`src/rtl/fp32_mant_pkg.sv`:
```
// Shared field widths, FSM encoding and small helpers for the FP32 mantissa
// datapath blocks (sequential multiplier and the planned radix-16 divider).
package fp32_mant_pkg;

  localparam int EXP_W  = 8;
  localparam int FRAC_W = 23;
  localparam int MANT_W = 24;
  localparam int PROD_W = 48;
  localparam int OPND_W = EXP_W + FRAC_W;

  typedef enum logic [1:0] {
    IDLE = 2'd0,
    ITER = 2'd1,
    NORM = 2'd2,
    DONE = 2'd3
  } mant_state_e;

  function automatic int niter(input int digit_w);
    return MANT_W / digit_w;
  endfunction

  // A zero exponent field means a denormal or zero, so the hidden bit is clear.
  function automatic logic [MANT_W-1:0] hidden_mant(input logic [OPND_W-1:0] opnd,
                                                    input logic [FRAC_W-1:0] frac_mask);
    return {|opnd[OPND_W-1:FRAC_W], opnd[FRAC_W-1:0] & frac_mask};
  endfunction

  // Takes product[47:23]; picks [46:24] when bit 47 is set, else [45:23].
  function automatic logic [FRAC_W-1:0] norm_field(input logic [PROD_W-FRAC_W-1:0] prod_hi);
    logic [FRAC_W-1:0] field_v;
    if (prod_hi[PROD_W-FRAC_W-1]) begin
      field_v = prod_hi[PROD_W-FRAC_W-2:1];
    end else begin
      field_v = prod_hi[FRAC_W-1:0];
    end
    return field_v;
  endfunction

endpackage

```
`src/rtl/mult_mant_seq_if.sv`:
```
// Operand/result handshake bundle between the FP multiplier control path
// and the sequential mantissa multiplier.
interface mult_mant_seq_if;
  import fp32_mant_pkg::*;

  logic              in_valid;
  logic              in_ready;
  logic [OPND_W-1:0] a_operand;
  logic [OPND_W-1:0] b_operand;
  logic              out_valid;
  logic              out_ready;
  logic              normalised;
  logic [FRAC_W-1:0] product_mantissa;
  logic              busy;

  modport master (
    output in_valid, a_operand, b_operand, out_ready,
    input  in_ready, out_valid, normalised, product_mantissa, busy
  );

  modport slave (
    input  in_valid, a_operand, b_operand, out_ready,
    output in_ready, out_valid, normalised, product_mantissa, busy
  );
endinterface

```
`src/rtl/mult_mant_seq_mac.sv`:
```
// One shift-add step: acc_out = acc_in + (ma * digit) << (shift_idx * DIGIT_W).
// Purely combinational so the divider can reuse it with its own sequencing.
module mant_digit_mac
  import fp32_mant_pkg::*;
#(
  parameter int DIGIT_W = 4,
  parameter int CNT_W   = 3
) (
  input  logic [MANT_W-1:0]  ma,
  input  logic [DIGIT_W-1:0] digit,
  input  logic [CNT_W-1:0]   shift_idx,
  input  logic [PROD_W-1:0]  acc_in,
  output logic [PROD_W-1:0]  acc_out
);

  logic [MANT_W+DIGIT_W-1:0] partial_s;

  assign partial_s = (MANT_W+DIGIT_W)'(ma) * (MANT_W+DIGIT_W)'(digit);
  assign acc_out   = acc_in + (PROD_W'(partial_s) << (int'(shift_idx) * DIGIT_W));

endmodule

```
`src/rtl/mult_mant_seq.sv`:
```
// Sequential FP32 mantissa multiplier: radix-2^DIGIT_W shift-add iterations
// followed by a one-cycle normalise stage, behind a valid/ready handshake.
module mult_mant_seq
  import fp32_mant_pkg::*;
#(
  parameter int DIGIT_W = 4,
  parameter int TRUNC   = 0
) (
  input  logic           clk,
  input  logic           rst,
  mult_mant_seq_if.slave bus
);

  localparam int NITER = niter(DIGIT_W);
  localparam int CNT_W = $clog2(NITER + 1);
  localparam logic [CNT_W-1:0]  LAST_CNT  = CNT_W'(NITER - 1);
  localparam logic [FRAC_W-1:0] FRAC_MASK = ~((FRAC_W'(1) << TRUNC) - FRAC_W'(1));

  mant_state_e       state_r;
  mant_state_e       state_s;
  logic [MANT_W-1:0] ma_r;
  logic [MANT_W-1:0] mb_r;
  logic [PROD_W-1:0] acc_r;
  logic [PROD_W-1:0] acc_s;
  logic [CNT_W-1:0]  cnt_r;
  logic              in_ready_r;
  logic              out_valid_r;
  logic              busy_r;
  logic              normalised_r;
  logic [FRAC_W-1:0] mant_r;
  logic              accept_s;

  assign accept_s = bus.in_valid && in_ready_r;

  mant_digit_mac #(
    .DIGIT_W (DIGIT_W),
    .CNT_W   (CNT_W)
  ) u_mac (
    .ma        (ma_r),
    .digit     (mb_r[DIGIT_W-1:0]),
    .shift_idx (cnt_r),
    .acc_in    (acc_r),
    .acc_out   (acc_s)
  );

  // Next-state logic for the IDLE/ITER/NORM/DONE sequencer.
  always_comb begin
    state_s = state_r;
    case (state_r)
      IDLE: begin
        if (accept_s) state_s = ITER;
        else          state_s = IDLE;
      end
      ITER: begin
        if (cnt_r == LAST_CNT) state_s = NORM;
        else                   state_s = ITER;
      end
      NORM: state_s = DONE;
      DONE: begin
        if (out_valid_r && bus.out_ready) state_s = IDLE;
        else                              state_s = DONE;
      end
      default: state_s = IDLE;
    endcase
  end

  // State, datapath and registered handshake outputs; out_valid lags DONE entry by one cycle.
  always_ff @(posedge clk) begin
    if (rst) begin
      state_r      <= IDLE;
      ma_r         <= '0;
      mb_r         <= '0;
      acc_r        <= '0;
      cnt_r        <= '0;
      in_ready_r   <= 1'b1;
      out_valid_r  <= 1'b0;
      busy_r       <= 1'b0;
      normalised_r <= 1'b0;
      mant_r       <= '0;
    end else begin
      state_r     <= state_s;
      in_ready_r  <= (state_s == IDLE);
      busy_r      <= (state_s != IDLE);
      out_valid_r <= (state_r == DONE) && (state_s == DONE);
      case (state_r)
        IDLE: begin
          if (accept_s) begin
            ma_r  <= hidden_mant(bus.a_operand, FRAC_MASK);
            mb_r  <= hidden_mant(bus.b_operand, FRAC_MASK);
            acc_r <= '0;
            cnt_r <= '0;
          end
        end
        ITER: begin
          acc_r <= acc_s;
          mb_r  <= mb_r >> DIGIT_W;
          cnt_r <= cnt_r + CNT_W'(1);
        end
        NORM: begin
          normalised_r <= acc_r[PROD_W-1];
          mant_r       <= norm_field(acc_r[PROD_W-1:FRAC_W]);
        end
        default: begin
        end
      endcase
    end
  end

  assign bus.in_ready         = in_ready_r;
  assign bus.out_valid        = out_valid_r;
  assign bus.busy             = busy_r;
  assign bus.normalised       = normalised_r;
  assign bus.product_mantissa = mant_r;

endmodule

```
`src/flat_wrapper.sv`:
```
// flat-port wrapper written by rule: the top's interface ports become plain ports
module mult_mant_seq_flat import fp32_mant_pkg::*;
#(
  parameter int DIGIT_W = 4,
  parameter int TRUNC   = 0
)
  (clk, rst, bus_in_valid, bus_a_operand, bus_b_operand, bus_out_ready, bus_in_ready, bus_out_valid, bus_normalised, bus_product_mantissa, bus_busy);
  mult_mant_seq_if bus_i ();
  input  logic clk;
  input  logic rst;
  input wire logic [$bits(bus_i.in_valid)-1:0] bus_in_valid;
  input wire logic [$bits(bus_i.a_operand)-1:0] bus_a_operand;
  input wire logic [$bits(bus_i.b_operand)-1:0] bus_b_operand;
  input wire logic [$bits(bus_i.out_ready)-1:0] bus_out_ready;
  output wire logic [$bits(bus_i.in_ready)-1:0] bus_in_ready;
  output wire logic [$bits(bus_i.out_valid)-1:0] bus_out_valid;
  output wire logic [$bits(bus_i.normalised)-1:0] bus_normalised;
  output wire logic [$bits(bus_i.product_mantissa)-1:0] bus_product_mantissa;
  output wire logic [$bits(bus_i.busy)-1:0] bus_busy;
  assign bus_i.in_valid = bus_in_valid;
  assign bus_i.a_operand = bus_a_operand;
  assign bus_i.b_operand = bus_b_operand;
  assign bus_i.out_ready = bus_out_ready;
  assign bus_in_ready = bus_i.in_ready;
  assign bus_out_valid = bus_i.out_valid;
  assign bus_normalised = bus_i.normalised;
  assign bus_product_mantissa = bus_i.product_mantissa;
  assign bus_busy = bus_i.busy;
  mult_mant_seq #(.DIGIT_W(DIGIT_W), .TRUNC(TRUNC)) u_core (.clk(clk), .rst(rst), .bus(bus_i));
endmodule
```
`config.mk`:
```
export PLATFORM = sky130hd
export DESIGN_NAME = mult_mant_seq_flat
export DESIGN_NICKNAME = d
export VERILOG_FILES = /design/src/rtl/fp32_mant_pkg.sv /design/src/rtl/mult_mant_seq_if.sv /design/src/rtl/mult_mant_seq_mac.sv /design/src/rtl/mult_mant_seq.sv /design/src/flat_wrapper.sv
export SDC_FILE = /design/constraint.sdc
export NUM_CORES = 1
export LEC_CHECK = 0
export BUFFER_PORTS_ARGS = -buffer_cell sky130_fd_sc_hd__buf_4
export CAP_MARGIN = 15
export CORE_ASPECT_RATIO = 0.5
export CORE_MARGIN = 1.5
export CORE_UTILIZATION = 45
export CTS_CLUSTER_DIAMETER = 120
export DETAILED_ROUTE_END_ITERATION = 12
export GPL_TIMING_DRIVEN = 0
export PLACE_DENSITY = 0.62
export SYNTH_ARGS = -nofsm -noshare
export SYNTH_HDL_FRONTEND = slang
export SYNTH_SLANG_ARGS = --single-unit
```
`constraint.sdc`:
```
create_clock -name clk -period 6.9 [get_ports clk]
set_input_delay 0.69 -clock clk [delete_from_list [all_inputs] [get_ports clk]]
set_output_delay 0.69 -clock clk [all_outputs]
set_load 0.01 [all_outputs]
```
## Yosys cells after proc, flatten, opt, wreduce, memory -nomap -nowiden

Cells that the tools add are included.

- Add/subtract/negate cells: 2
- $mul: 1
- Divide/modulo/power cells: 0
- Magnitude comparators: 0
- Equality and inequality tests: 6
- Shift-type cells: 1
- Mux-type cells: 11
- Bitwise logic cells: 0
- Reduce and logical (&&, ||, !) cells: 11

Operators with widths:

| operator | count |
|---|---|
| 48-bit case mux with 2 select lines | 1 |
| 48-bit adder | 1 |
| 48-bit two-way mux | 1 |
| 24-bit case mux with 2 select lines | 1 |
| 28-bit by 5-bit left shift with 48-bit output | 1 |
| 24-bit by 4-bit multiplier with 28-bit output | 1 |
| 24-bit two-way mux | 1 |
| 23-bit two-way mux | 1 |
| 8-bit OR reduction | 2 |
| 2-bit case mux with 4 select lines | 1 |
| 2-bit == test (second input constant) | 3 |
| 3-bit case mux with 2 select lines | 1 |
| 2-bit logical NOT | 2 |
| 2-bit two-way mux | 2 |
| 2-bit AND reduction | 2 |
| 2-bit nonzero test | 2 |
| 3-bit by 1-bit adder with 3-bit output (second input constant) | 1 |
| 3-bit == test (second input constant) | 1 |
| 1-bit logical AND | 3 |
| 3-bit two-way mux | 1 |
| 2-bit by 1-bit == test with 1-bit output (second input constant) | 1 |
| 2-bit by 1-bit inequality test with 1-bit output (second input constant) | 1 |
| 1-bit two-way mux | 1 |

- Flip-flop bits (word level): 128
- Latch bits: 0
- Bits in writable memories: 0
- Bits in read-only memories: 0
- Input bits: 66
- Logic and storage cells: 42
- Memories kept: 0

## Depth between registers and ports, before layout

- Word-level depth: 5
- Mapped depth: 30
- Gate-level depth less buffers: 27

## Modules after synthesis

Synthesis repeated with hierarchy kept, for this count alone.

- Cells, all modules: 1442
- Area, all modules: 11516.0 µm²

By module, submodules not included:

| module | instances | cells an instance | area an instance (µm²) | seq. area each (µm²) |
|---|---|---|---|---|
| mant_digit_mac | 1 | 953 | 6810.3 | 0.0 |
| mult_mant_seq | 1 | 489 | 4705.8 | 2562.5 |

## Least setup slack after synthesis

No wires, ideal clock.

- Kind: reg-to-reg
- Start point: reg u_core.mb_r[3]
- End point: reg u_core.acc_r[45]
- Arrival time: 6197 ps
- Required time: 6783 ps
- Setup slack: 586 ps
- Stages on the path, launching flop included: 28
- Period minus slack after synthesis: 6314 ps
- Path through: dfxtp_1 -> clkbuf_1 -> nand2_1 -> fa_1 -> fa_1 -> inv_1 -> ha_1 -> a211oi_2 -> o21a_2 -> o21ai_2 -> a31o_1 -> a21o_1 -> a21o_1 -> a21oi_2 -> xnor2_1 -> mux4_2 -> o21a_1 -> ha_1 -> a21oi_1 -> nor3_1 -> a2111oi_0 -> o211ai_1 -> a31oi_2 -> o21ai_1 -> a221o_1 -> a21oi_1 -> xnor2_1 -> a22o_1

- Cells in the longest elaborated chain, start to end: 4

Ends and longest elaborated chain:

| what | line | RTL |
|---|---|---|
| start: declaration | mult_mant_seq.sv:22 | `logic [MANT_W-1:0] mb_r;` |
| start signal: assignment | mult_mant_seq.sv:89 | `mb_r <= hidden_mant(bus.b_operand, FRAC_MASK);` |
| start signal: assignment | mult_mant_seq.sv:96 | `mb_r <= mb_r >> DIGIT_W;` |
| 24-bit by 4-bit multiplier with 28-bit output | mult_mant_seq_mac.sv:18 | `assign partial_s = (MANT_W+DIGIT_W)'(ma) * (MANT_W+DIGIT_W)'(digit);` |
| 28-bit by 5-bit left shift with 48-bit output | mult_mant_seq_mac.sv:19 | `assign acc_out = acc_in + (PROD_W'(partial_s) << (int'(shift_idx) * DIGIT_W));` |
| 48-bit adder | mult_mant_seq_mac.sv:19 |  |
| 48-bit case mux with 2 select lines | mult_mant_seq.sv:85 | `case (state_r)` |
| end signal: assignment | mult_mant_seq.sv:95 | `acc_r <= acc_s;` |
| end: declaration | mult_mant_seq.sv:23 | `logic [PROD_W-1:0] acc_r;` |

No other way between the ends.
A chain may end at the register's enable or synchronous reset.

## Worst setup path after layout

Ends and elaborated chain as after synthesis.

==> flow_summary.ini <==
[status]
outcome = completed

[clocking]
clkTransAtPathRegs_ps = 60
cts_sinks = 128
clockBufferDepth = 2
numCtsBuffers = 17
htreeDepth = 4
cts_root_buf = clkbuf_16
insertion_delay_ps = 440
cts_tree = yes

[yosys]
ys_seq_area_share_pct = 22.3
synth-main-ff-cell = dfxtp_1
yosysTopAreaCellShare_pct = 22.3
synth_cells = 1514
synth_seq_cells = 128
yosys.area.top_type = dfxtp_1
yosysWarningCount = 0
yosys-top-cells-area = dfxtp_1, ha_1, fa_1
avgSynthCellArea_um2 = 7.57
async_flop_share_pct = 0
syn_nets = 1713
synth_edf_count = 0
yosysUniqueCellTypes = 70
syn_area_um2 = 11500

[final_layout]
fin_area_um2 = 13900
final_common_cell = nand2_1
layout-drive-gt1-share_pct = 15.3
final.fill_count = 2425
num_antenna_cells = 0
area_delta_synth_final_pct = 20.8
layout_common_cells = nand2_1, a21oi_1, dfxtp_1, nor2_1, buf_4
fin_nets = 1845
layout.cells.non_filler = 2002

[floorplan]
io_pins = 93
die_y_um = 116
die_w_um = 229
design.die.area_um2 = 26500
rows = 41
start_util_pct = 45.6
core_um2 = 25100

[timing]
rsz0062_at_grt = true
period_share_pct = 97.8
maxSlewViolCount = 0
setup_viol = 0
worstMarginPinSlew_ps = 974
fmax_mhz = 148
slew-limit-headroom_pct = 34.6
setup-tns-final_ps = 0
fin_crit_ps = 6750
finClkSkew_ps = 11.2
final_hold_viol_count = 0

[drt]
routed-via-count = 11400
first_pass_iters = 5
drc_errors = 0
wl_per_cell_um = 18.5
drtAntennaViolNets = 0
routed_wl_um = 37000
via_per_inst = 5.68
drt_first_iter_violations = 944

[worst_setup_path]
crit_family = compound AO/OA/AOI/OAI gates
path_buf_inv = 3
startpoint_type = register
required_ps = 7230
crit_arrival_ps = 7080
cpMaxStageDelayCell = fa_1
path_max_fanout = 10
crit_type = register to register
cpPeakStageDelay_ps = 540
critPathCaptureType = register

[placed_design]
placement.io_buffers = 92
dp.cells = 1950
gp_congestion = 0.979
place_hpwl_um = 28900
dpl-instance-area_um2 = 12600

[global_route]
grt_overflow = 0
grt_antenna_before_repair = 0
grt_pass1_vias = 10800
grt_max_degree = 17
grt_pass1_wl_um = 57600
grt_usage_pct = 27.7

[power]
powerDensity_nw_per_um2 = 158
power.leakage_nw = 5.90
ir_drop_mv = 0.161

[run]
cap_violations = 0

[hold_path]
hold_path.class = input pin to register
==> final timing paths <==
| check | cells after the start | slack, ps | start | end |
|---|---|---|---|---|
| max | 28 | 150 | u_core.mb_r[3]$_SDFFE_PP0P_ | u_core.acc_r[45]$_SDFFE_PP0P_ |
| min | 2 | 430 | bus_out_ready | u_core.bus.out_valid$_SDFF_PP0_ |
| max reg2reg | 28 | 150 | u_core.mb_r[3]$_SDFFE_PP0P_ | u_core.acc_r[45]$_SDFFE_PP0P_ |
| min reg2reg | 2 | 470 | u_core.mb_r[22]$_SDFFE_PP0P_ | u_core.mb_r[22]$_SDFFE_PP0P_ |
==> cell families after synthesis <==
kind of cell / Yosys count / share of synthesized area (%)
XOR/XNOR: 59 / 4.51
AO/OA/AOI/OAI: 408 / 23.3
flip-flops: 128 / 22.3
AND/OR/NAND/NOR: 551 / 21.8
multiplexers: 49 / 4.47
buffers and inverters: 186 / 6.10
adder cells (fa/ha/maj): 133 / 17.5
==> per-layer routing <==
layer  part of all wire, %  GRT usage (%)  vias up
met5                     0              0        -
met4                   1.3           5.87        0
met3                   5.8           4.55       42
met2                    45           44.6      325
met1                    48           39.2     5452
li1                      -              -     5556
==> per-stage QoR <==
step | hold WS, ps | worst slack (ps) | util (%) | power, mW
6_report | 433 | 153 | 55.1 | 2.19
4_1_cts | 416 | -33.1 | 53.1 | 2.17
5_1_grt | 422 | -86.4 | 55.1 | 2.30
3_3_place_gp | 454 | -925 | 50.1 | 1.33
2_1_floorplan | 448 | 586 | - | 1.15
3_5_place_dp | 464 | -1020 | 50.1 | 1.34
==> power by group <==
group	switching, mW	internal [mW]	total, mW
clock network	0.355	0.455	0.810
logic	0.362	0.207	0.568
registers	0.0391	0.776	0.815
total	0.756	1.44	2.19
==> state kept, by name, indices dropped and copies added (netlist names), 2 cells and up <==
name	flops
u_core.acc_r	48
u_core.cnt_r	3
u_core.ma_r	24
u_core.mb_r	24
u_core.state_r	2
u_core.bus.product_mantissa	23
==> Yosys cell counts (9+ instances only) <==
| cell type | number |
|---|---|
| a211oi_1 | 35 |
| a21o_1 | 38 |
| a21oi_1 | 137 |
| a22o_1 | 18 |
| a311oi_1 | 24 |
| a31oi_1 | 15 |
| and2_1 | 77 |
| and3_1 | 10 |
| clkbuf_1 | 78 |
| dfxtp_1 | 128 |
| fa_1 | 45 |
| ha_1 | 88 |
| inv_1 | 98 |
| mux2i_1 | 40 |
| nand2_1 | 220 |
| nand3_1 | 52 |
| nand4_1 | 14 |
| nor2_1 | 125 |
| nor2b_1 | 9 |
| nor3_1 | 18 |
| o21a_1 | 10 |
| o21ai_0 | 50 |
| o21ai_1 | 12 |
| xnor2_1 | 40 |
| xor2_1 | 19 |
==> what timing repair did <==
item / in CTS / in global routing
gates cloned: 0 / 0
endpoints found under the setup margin: 21 / 25
resized for setup: 48 / 80
setup buffers: 3 / 21
pin swaps: 8 / 34
hold buffers: 0 / 0
==> layout make-up <==
cell class                      count  area, um^2  share of cell area (%)
Inverter                          101         379                    2.74
Clock inverter                     13        92.6                   0.668
Multi-Input combinational cell   1200        8740                    63.1
Buffer                             82         343                    2.47
Timing Repair Buffer              116         871                    6.29
Tap cell                          344         430                    3.11
Sequential cell                   128        2570                    18.6
Clock buffer                       18         429                    3.10
==> worst reg2reg max path, delay by kind of cell (launching register included) <==
kind	cells	cell delay (ps)
AO/OA/AOI/OAI	13	3020
flip-flops	1	370
buffers and inverters	3	300
XOR/XNOR	1	100
AND/OR/NAND/NOR	7	1230
adder cells (fa/ha/maj)	4	1600
(Power assumes the default switching activity.)
